## src/rtl/adder_multi_bit_full_adder.sv

```systemverilog
// One-bit full-adder cell: the ripple element of adder_multi_bit.
// Purely combinational; the carry chain is formed by the parent.
module full_adder (
  input  logic a,
  input  logic b,
  input  logic cin,
  output logic s,
  output logic cout
);

  logic p;

  assign p    = a ^ b;
  assign s    = p ^ cin;
  assign cout = (a & b) | (cin & p);

endmodule

```

## src/rtl/adder_multi_bit.sv

```systemverilog
// Parameterised unsigned ripple-carry adder, {Cout,Sum} = A + B + Cin,
// with the result registered once; one add per cycle, latency 1.
module adder_multi_bit #(
  parameter int WIDTH = 8
) (
  input  logic             clk,
  input  logic             rst_n,
  input  logic             in_valid,
  input  logic [WIDTH-1:0] A,
  input  logic [WIDTH-1:0] B,
  input  logic             Cin,
  output logic             out_valid,
  output logic [WIDTH-1:0] Sum,
  output logic             Cout
);

  logic [WIDTH:0]   c;
  logic [WIDTH-1:0] s;

  assign c[0] = Cin;

  for (genvar i = 0; i < WIDTH; i++) begin : g_bit
    full_adder u_fa (
      .a    (A[i]),
      .b    (B[i]),
      .cin  (c[i]),
      .s    (s[i]),
      .cout (c[i+1])
    );
  end

  // Result registers load only on a valid add, so idle cycles never
  // pull unused operand values into the outputs.
  always_ff @(posedge clk or negedge rst_n) begin
    if (!rst_n) begin
      // NOTE: sequential state uses non-blocking assignments so every flop
      // samples pre-edge values regardless of statement order.
      out_valid <= 1'b0;
      Sum       <= '0;
      Cout      <= 1'b0;
    end else begin
      out_valid <= in_valid;
      if (in_valid) begin
        Sum  <= s;
        Cout <= c[WIDTH];
      end
    end
  end

endmodule

```

## config.mk

```make
export PLATFORM = sky130hd
export DESIGN_NAME = adder_multi_bit
export DESIGN_NICKNAME = d
export VERILOG_FILES = /design/src/rtl/adder_multi_bit_full_adder.sv /design/src/rtl/adder_multi_bit.sv
export SDC_FILE = /design/constraint.sdc
export NUM_CORES = 1
export LEC_CHECK = 0
export CAP_MARGIN = 15
export CORE_MARGIN = 2
export CORE_UTILIZATION = 30
export DETAILED_ROUTE_END_ITERATION = 12
export PLACE_DENSITY = 0.66
export SYNTH_ARGS = -nofsm -noshare
export SYNTH_HDL_FRONTEND = slang
export SYNTH_SLANG_ARGS = --single-unit
```

## constraint.sdc

```tcl
create_clock -name clk -period 0.8 [get_ports clk]
set_input_delay 0.16 -clock clk [delete_from_list [all_inputs] [get_ports clk]]
set_output_delay 0.16 -clock clk [all_outputs]
set_load 0.02 [all_outputs]
```

==> summary by stage, run 1 <==
Outcome
The run finished, with violations left. The final reports fail on setup timing.

Run
Max-cap violations in this run came to 0.

Global routing
The first global-routing pass estimated 1750 um of wire. Entering global routing, the biggest net connects 11 pins. Across every metal layer, demand over resource in global routing totals 0.117. After global routing the overflow that remains totals 0. The number of antenna violations at the first check in global routing was 0. The via count of the first global-routing pass is 437.

Critical path
STA classifies the critical path startpoint as a primary input. Along the worst path, the maximum fanout reaches 1. The critical path data arrival time is 3.19 ns. Among the stages of the critical path, the cell type that occurs most often is fa_2. Traced cell by cell, the critical path runs through buf_8, inv_12, fa_2, inv_2, fa_2, fa_2, fa_2, fa_2, fa_2, fa_2, inv_2, fa_1, mux2i_1.

STA classifies the critical path endpoint as a flip-flop. The required time of the critical path is just over 1 ns. The slowest cell on the critical path is fa_1. The category of the critical setup timing path is primary input to flip-flop. The largest incremental delay on the critical path is about 0.40 ns.

Clock network
Counting the buffers created by CTS gives 3. At the later pin of the worst-skew pair, clock insertion delay measures 0.28 ns. The count of hold buffers inserted by post-cts repair is 0. The TritonCTS clock tree is done. The count of clock tree sinks is 10. The deepest level of the CTS H-tree is 1. After clock tree synthesis, the clock-pin slew on the worst setup and hold paths is around 0.070 ns. The cell sitting at the root of the clock tree is a clkbuf_4. Counting along the longest clock path gives a buffer depth of 2.

Placed design
The cell count after placement is 96. The HPWL after detailed placement is 861 um. Input and output buffers added on the ports amount to 29.

The congestion estimate from routability-driven global placement came to 0.605. The setup slack at placement is -3.00 ns.

Synth
Sorting the synthesized cells by area gives the leading types as dfrtp_1 44%, fa_1 28%, mux2_4 16%. The most area-hungry cell type in the Yosys netlist is dfrtp_1. The proportion of synthesized chip area in sequential cells is 0.436.

Synthesis inferred 10 register bits. The area fraction of the dominant cell type after synthesis is 0.436. Dividing the synthesized area by the synthesized cell count gives approximately 15 um^2. The net count after synthesis is 66. After synthesis, the netlist uses 8 different library cells. The cell area after synthesis is 574 um^2. The total number of yosys warnings is 0. The count of mapped cells out of synthesis is 38.

Timing
The setup TNS after final layout is -12.46 ns. Setup repair after global routing could not meet its margin everywhere. For the pin with the worst max-slew slack, the measured transition is 0.110 ns. Dividing the final minimum period by the clock period gives 3.73. The number of failing setup endpoints in the final timing report is 18.

Counting I/O delays and the setup requirement, the final critical path takes 2.98 ns. The highest achievable clock rate is 335 MHz. The minimum setup slack in the final design is -2.18 ns.

The final count of hold timing violations is 0. Clock skew on the completed layout was measured at 0 ns. The relative slew slack is 0.925. The number of pins exceeding their max-slew limit in the final report came to 0.

Floorplanning
The die is 47.8 um tall. The row count is 15. The overall die area is 0.00228 mm^2.

The initial utilization of the core area, before any placement, comes to 0.326. The die span in x is 47.8 um. During I/O placement, the number of pins put on the boundary was 30. The floorplan core area is 0.00176 mm^2.

Cells and area
The non-filler instance count after layout is between 100 and 150. The number of inserted diodes is 0. The library cells used most frequently in the layout, excluding fill and tap cells, are 13 x clkdlybuf4s50_1, 13 x buf_6, 10 x dfrtp_1. The layout has 152 filler cells. For this run, the share of the core covered by cells in the final layout is 0.596.

The net count of the finished layout is between 100 and 150. The signed area change from the synthesized netlist to the final layout is 83.0%. Of the cells placed in the final design, the portion with a size suffix greater than 1 is 0.545.

Routing
The final route contains 406 vias. The final routed wire length divided by cell count is 10.4 um. The number of antenna-violating nets in the routed design is 0. In this run, the number of DRC markers left after iteration 0 of detailed routing was 3.

The routed wire length is 1060 um. In the routed layout, each cell is associated on average with a via count of 3.98. The count of unresolved DRC violations after routing is 0.

The first detailed-routing pass ran for 4 iterations.

Hold path
The class of the tightest hold or removal check is primary input to asynchronous set/reset pin.

Power
The power density relative to cell area is around 1900 mW/mm^2. The static leakage power is 0.489 nW. The worst-case IR drop observed on VDD is 1.57 mV.
-- registers in the layout, indices dropped and copies added (netlist names) --
signal	count
out_valid	1
Cout	1
Sum	8
-- area by class of cell --
type | instances | area, um^2 | share of cell area
Clock buffer | 4 | 36.3 | 0.0345
Multi-Input combinational cell | 18 | 297 | 0.282
Inverter | 9 | 53.8 | 0.0512
Timing Repair Buffer | 36 | 383 | 0.364
Sequential cell | 10 | 250 | 0.238
Tap cell | 25 | 31.3 | 0.0298
-- through the flow --
step / total power, W / area (um^2) / hold slack [ns]
finish: 0.00199 / 1050 / 0.200
detailed placement: 0.00146 / 970 / 0.491
floorplan: 0.00104 / 609 / -0.136
global placement: 0.00145 / 970 / 0.497
global route: 0.00213 / 1050 / 0.202
CTS: 0.00201 / 1040 / 0.200
-- worst paths after layout --
path | end | slack, ns | cells past startpoint | startpoint
worst max-delay path | Sum[7] | -2.18 | 13 | A[0]
worst min-delay path | Sum[0] | 0.20 | 2 | rst_n
worst max register to register | Sum[4] | -0.09 | 2 | Sum[4]
worst min register to register | Cout | 0.54 | 2 | Cout
max in group asynchronous | Sum[6] | 0.49 | 2 | rst_n
min in group clk | Sum[0] | 0.29 | 4 | Cin
-- power by group --
part,switching (W),leakage [nW],internal [W]
Clock,0.000196,0.0210,0.000277
Sequential,0.0000753,0.116,0.000610
Combinational,0.000318,0.351,0.000516
-- cell usage after synthesis --
library cell  count
buf_6             1
mux2_4            6
dfrtp_1          10
nor2_1            1
mux2i_1           2
fa_1              8
inv_1             9
a21oi_1           1
-- logic make-up (layout without fill, tap and decap cells) --
group	count (synthesis)	in the layout	share of synthesized area
flops	10	10	0.436
compound gates	1	1	0.00871
fa+ha+maj	8	8	0.279
simple gates	1	1	0.00653
mux	8	8	0.192
buf+inv	10	49	0.0784
-- routing by layer --
layer	wire, um	GRT usage	vias up
li1	-	-	192
met1	392	0.140	189
met2	530	0.176	22
met3	130	0.0642	3
met4	8	0.0486	0
met5	0	0	-
-- critical path: cells and delay by family --
kind,cells,cell delay (ns)
fa+ha+maj,8,2.65
buf+inv,4,0.25
mux,1,0.13
-- timing repair --
action / CTS / global route
endpoints found under the setup margin: 19 / 18
gates resized for setup: 83 / 3
buffers inserted: 1 / 1
pin swaps: 8 / 8
hold endpoints to repair: 0 / 0
No activity file was read; power rests on OpenSTA's default activity.
==> inputs of run 2 (changes only) <==
--- a/config.mk
+++ b/config.mk
@@ -6,10 +6,12 @@
 export NUM_CORES = 1
 export LEC_CHECK = 0
 export CAP_MARGIN = 15
+export CORE_ASPECT_RATIO = 0.75
 export CORE_MARGIN = 2
 export CORE_UTILIZATION = 30
 export DETAILED_ROUTE_END_ITERATION = 12
 export PLACE_DENSITY = 0.66
+export SKIP_CTS_REPAIR_TIMING = 1
 export SYNTH_ARGS = -nofsm -noshare
 export SYNTH_HDL_FRONTEND = slang
 export SYNTH_SLANG_ARGS = --single-unit
==> run 2 against run 1 <==
Against the previous run: the flow still finishes with violations (setup timing); utilization decreased by 0.58 points; worst hold slack better by 0.018 ns; non-clock buffer count down 1; first-iteration DRC count increased by 33%; clock skew unchanged; combinational power up 0.5%; count of clock-buffer cells in the layout unchanged; cell count fell by 3.9%; critical path depth is the same; sequential cell count did not move; clock power is 5.3% lower.
==> summary by stage, run 2 (same netlist as run 1, synthesis figures left out) <==
Outcome
The flow ran to the end, but the final reports show violations. The checks that failed: setup timing.

Routing
Summing over every cut layer, the via total after detailed routing is 416. In the final routed layout, each cell accounts on average for ~12 um. The number of antenna-violating nets in the routed design is 0. After the first detailed-routing iteration, the DRC count stood at 4. The via density per instance is 4.24. For this run, design rule violations remaining after detail routing come to 0. The routed wire length is 1150 um.

The number of iterations in the first detailed-routing pass is 3.

Critical path
The required time of the critical path is 0.98 ns. The largest incremental delay on the critical path is 0.41 ns. The critical path launch point is A[0]. The count of cells along the worst register-to-register path is 2.

The signal on the critical path passes through buf_8, inv_12, fa_2, inv_2, fa_2, fa_2, fa_2, fa_2, fa_2, fa_2, inv_2, fa_1, mux2i_1. In this run the number of cells on the critical path is 13. STA classifies the critical path startpoint as a primary input.

The setup path with the least slack is of type primary input to flip-flop. Of all nets on the critical path, the largest fanout is 1. Setup slack on the worst reg-to-reg path comes out at -0.11 ns.

The buffers plus inverters on the worst setup path is 4. The worst register-to-register path begins at Sum[1]. The critical path data arrival time is approximately 3.3 ns. The endpoint of the worst setup timing path is Sum[7]. STA classifies the critical path endpoint as a flip-flop. The slowest cell on the critical path is fa_1. The cell family contributing the most delay on the critical path is adder cells.

The library cell appearing most often on the critical path is fa_2. The worst register-to-register path ends at Sum[1].

Cells and area
The register with the most flip-flops in the layout has 8 of them. The net count of the finished layout is 105. The top cell types in the final layout, fill and taps aside, are 13 x clkdlybuf4s50_1, 11 x buf_6, 10 x dfrtp_1. The top register by number of flip-flops is Sum. In the final layout, the registers with the most flip-flops are Sum x8, Cout x1, out_valid x1. 0 antenna diodes ended up in the layout.

The most common cell after layout, fill and taps aside is clkdlybuf4s50_1. The share of final-layout standard cells stronger than drive strength 1 is 0.553. The utilization after layout is 0.590. From synthesis to final layout, the design area changed by 82.1%. Counting the fill cells in the layout gives between 150 and 200.

Global routing
The first global-routing pass estimated 1970 um of wire. The global-route met1 utilization is 0.148. The number of antenna violations at the first check in global routing is 0. The aggregate global routing overflow is 0. The via count of the first global-routing pass was 460.

The met3 demand-to-capacity share in global routing is 0.0683. The global-route met2 utilization is 0.193. The global-route layer with the greatest usage is met2. The total global routing track utilization is 0.124. Entering global routing, the biggest net connects 11 pins.

Power
The post-layout total power is 0.00198 W. The worst voltage drop across the vdd grid is between 1 and 1.5 mV. The static leakage power is 0.506 nW. The power density relative to cell area is 1890 mW/mm^2.

Floorplanning
The die span in x is around 55 um. The floorplan core area is around 0.0018 mm^2. The overall die area is 0.00228 mm^2. During I/O placement, the number of pins put on the boundary was 30. The height of the die is 41.9 um.

After floorplanning, the core was divided into 13 placement rows. The effective utilization at floorplan is 0.324.

Timing
The time the final worst path needs with I/O delays and setup is approximately 3.2 ns. The measured slew at the worst slew-check pin is 0.114 ns. The number of pins exceeding their max-slew limit in the final report came to 0. Between clock sinks in the finished design, the worst skew comes to 0 ns. Across all setup checks in the final design, the least slack found is -2.36 ns.

The number of failing setup endpoints in the final timing report is 18. Dividing the final minimum period by the clock period gives 3.95. The relative slew slack is 0.921. The highest achievable clock rate is 317 MHz.

The final count of hold timing violations came to 0. Setup repair after global routing could not meet its margin everywhere.

Clock network
In this run the number of H-tree levels came out at 1. The register clock-pin slew on the reported worst setup and hold paths is 0.07 ns. The TritonCTS clock tree is done. Counting every sink on the clock net gives 10. The number of buffers created by CTS is 3. The clock reaches the later pin of the worst-skew pair after 0.26 ns.

The buffer levels on the longest clock path is 2. CTS placed an instance of clkbuf_4 at the clock tree root.

Placed design
The final HPWL from detailed placement is 984 um. The count of buffers added on input and output ports is 29. The final weighted congestion of routability-driven global placement is between 0.6 and 0.7.

Run
The number of max-cap violations is 0.

Hold path
The class of the tightest hold or removal check is primary input to asynchronous set/reset pin.
==> run 2: layer usage <==
| metal | wire length (um) | up-vias |
|---|---|---|
| li1 | - | 191 |
| met1 | 476 | 207 |
| met2 | 555 | 18 |
| met3 | 116 | 0 |
| met4 | 0 | 0 |
| met5 | 0 | - |
==> run 2: how the worst min path moves through the flow <==
stage          start  endpoint  cells past startpoint
2_1_floorplan  rst_n      Cout                      0
3_3_place_gp   rst_n    Sum[3]                      2
3_5_place_dp   rst_n    Sum[3]                      2
4_1_cts        rst_n    Sum[3]                      2
5_1_grt        rst_n    Sum[3]                      2
6_report       rst_n    Sum[3]                      2
==> run 2: metrics by stage <==
step / TNS (ns) / cells / hold WS, ns / instance area, um^2 / worst slack, ns
5_1_grt: -14.07 / 98 / 0.211 / 1050 / -2.52
2_1_floorplan: -12.09 / 38 / -0.136 / 609 / -2.29
6_report: -13.24 / 98 / 0.218 / 1050 / -2.36
3_3_place_gp: -21.35 / 91 / 0.493 / 963 / -2.98
3_5_place_dp: -21.43 / 91 / 0.495 / 963 / -3.02
4_1_cts: -21.67 / 95 / 0.213 / 1000 / -2.74
==> run 2: area by class of cell <==
class | instances | area [um^2] | share of cell area
clock buffer | 4 | 36.3 | 0.0347
inverter | 9 | 51.3 | 0.0490
multi-input combinational | 18 | 299 | 0.286
sequential | 10 | 250 | 0.239
tap | 22 | 27.5 | 0.0263
timing repair buffer | 35 | 382 | 0.365
==> run 2: power by group <==
| part | total, W | internal (W) | switching (W) |
|---|---|---|---|
| Combinational | 0.000838 | 0.000507 | 0.000330 |
| Clock | 0.000448 | 0.000276 | 0.000172 |
| Sequential | 0.000692 | 0.000611 | 0.0000812 |
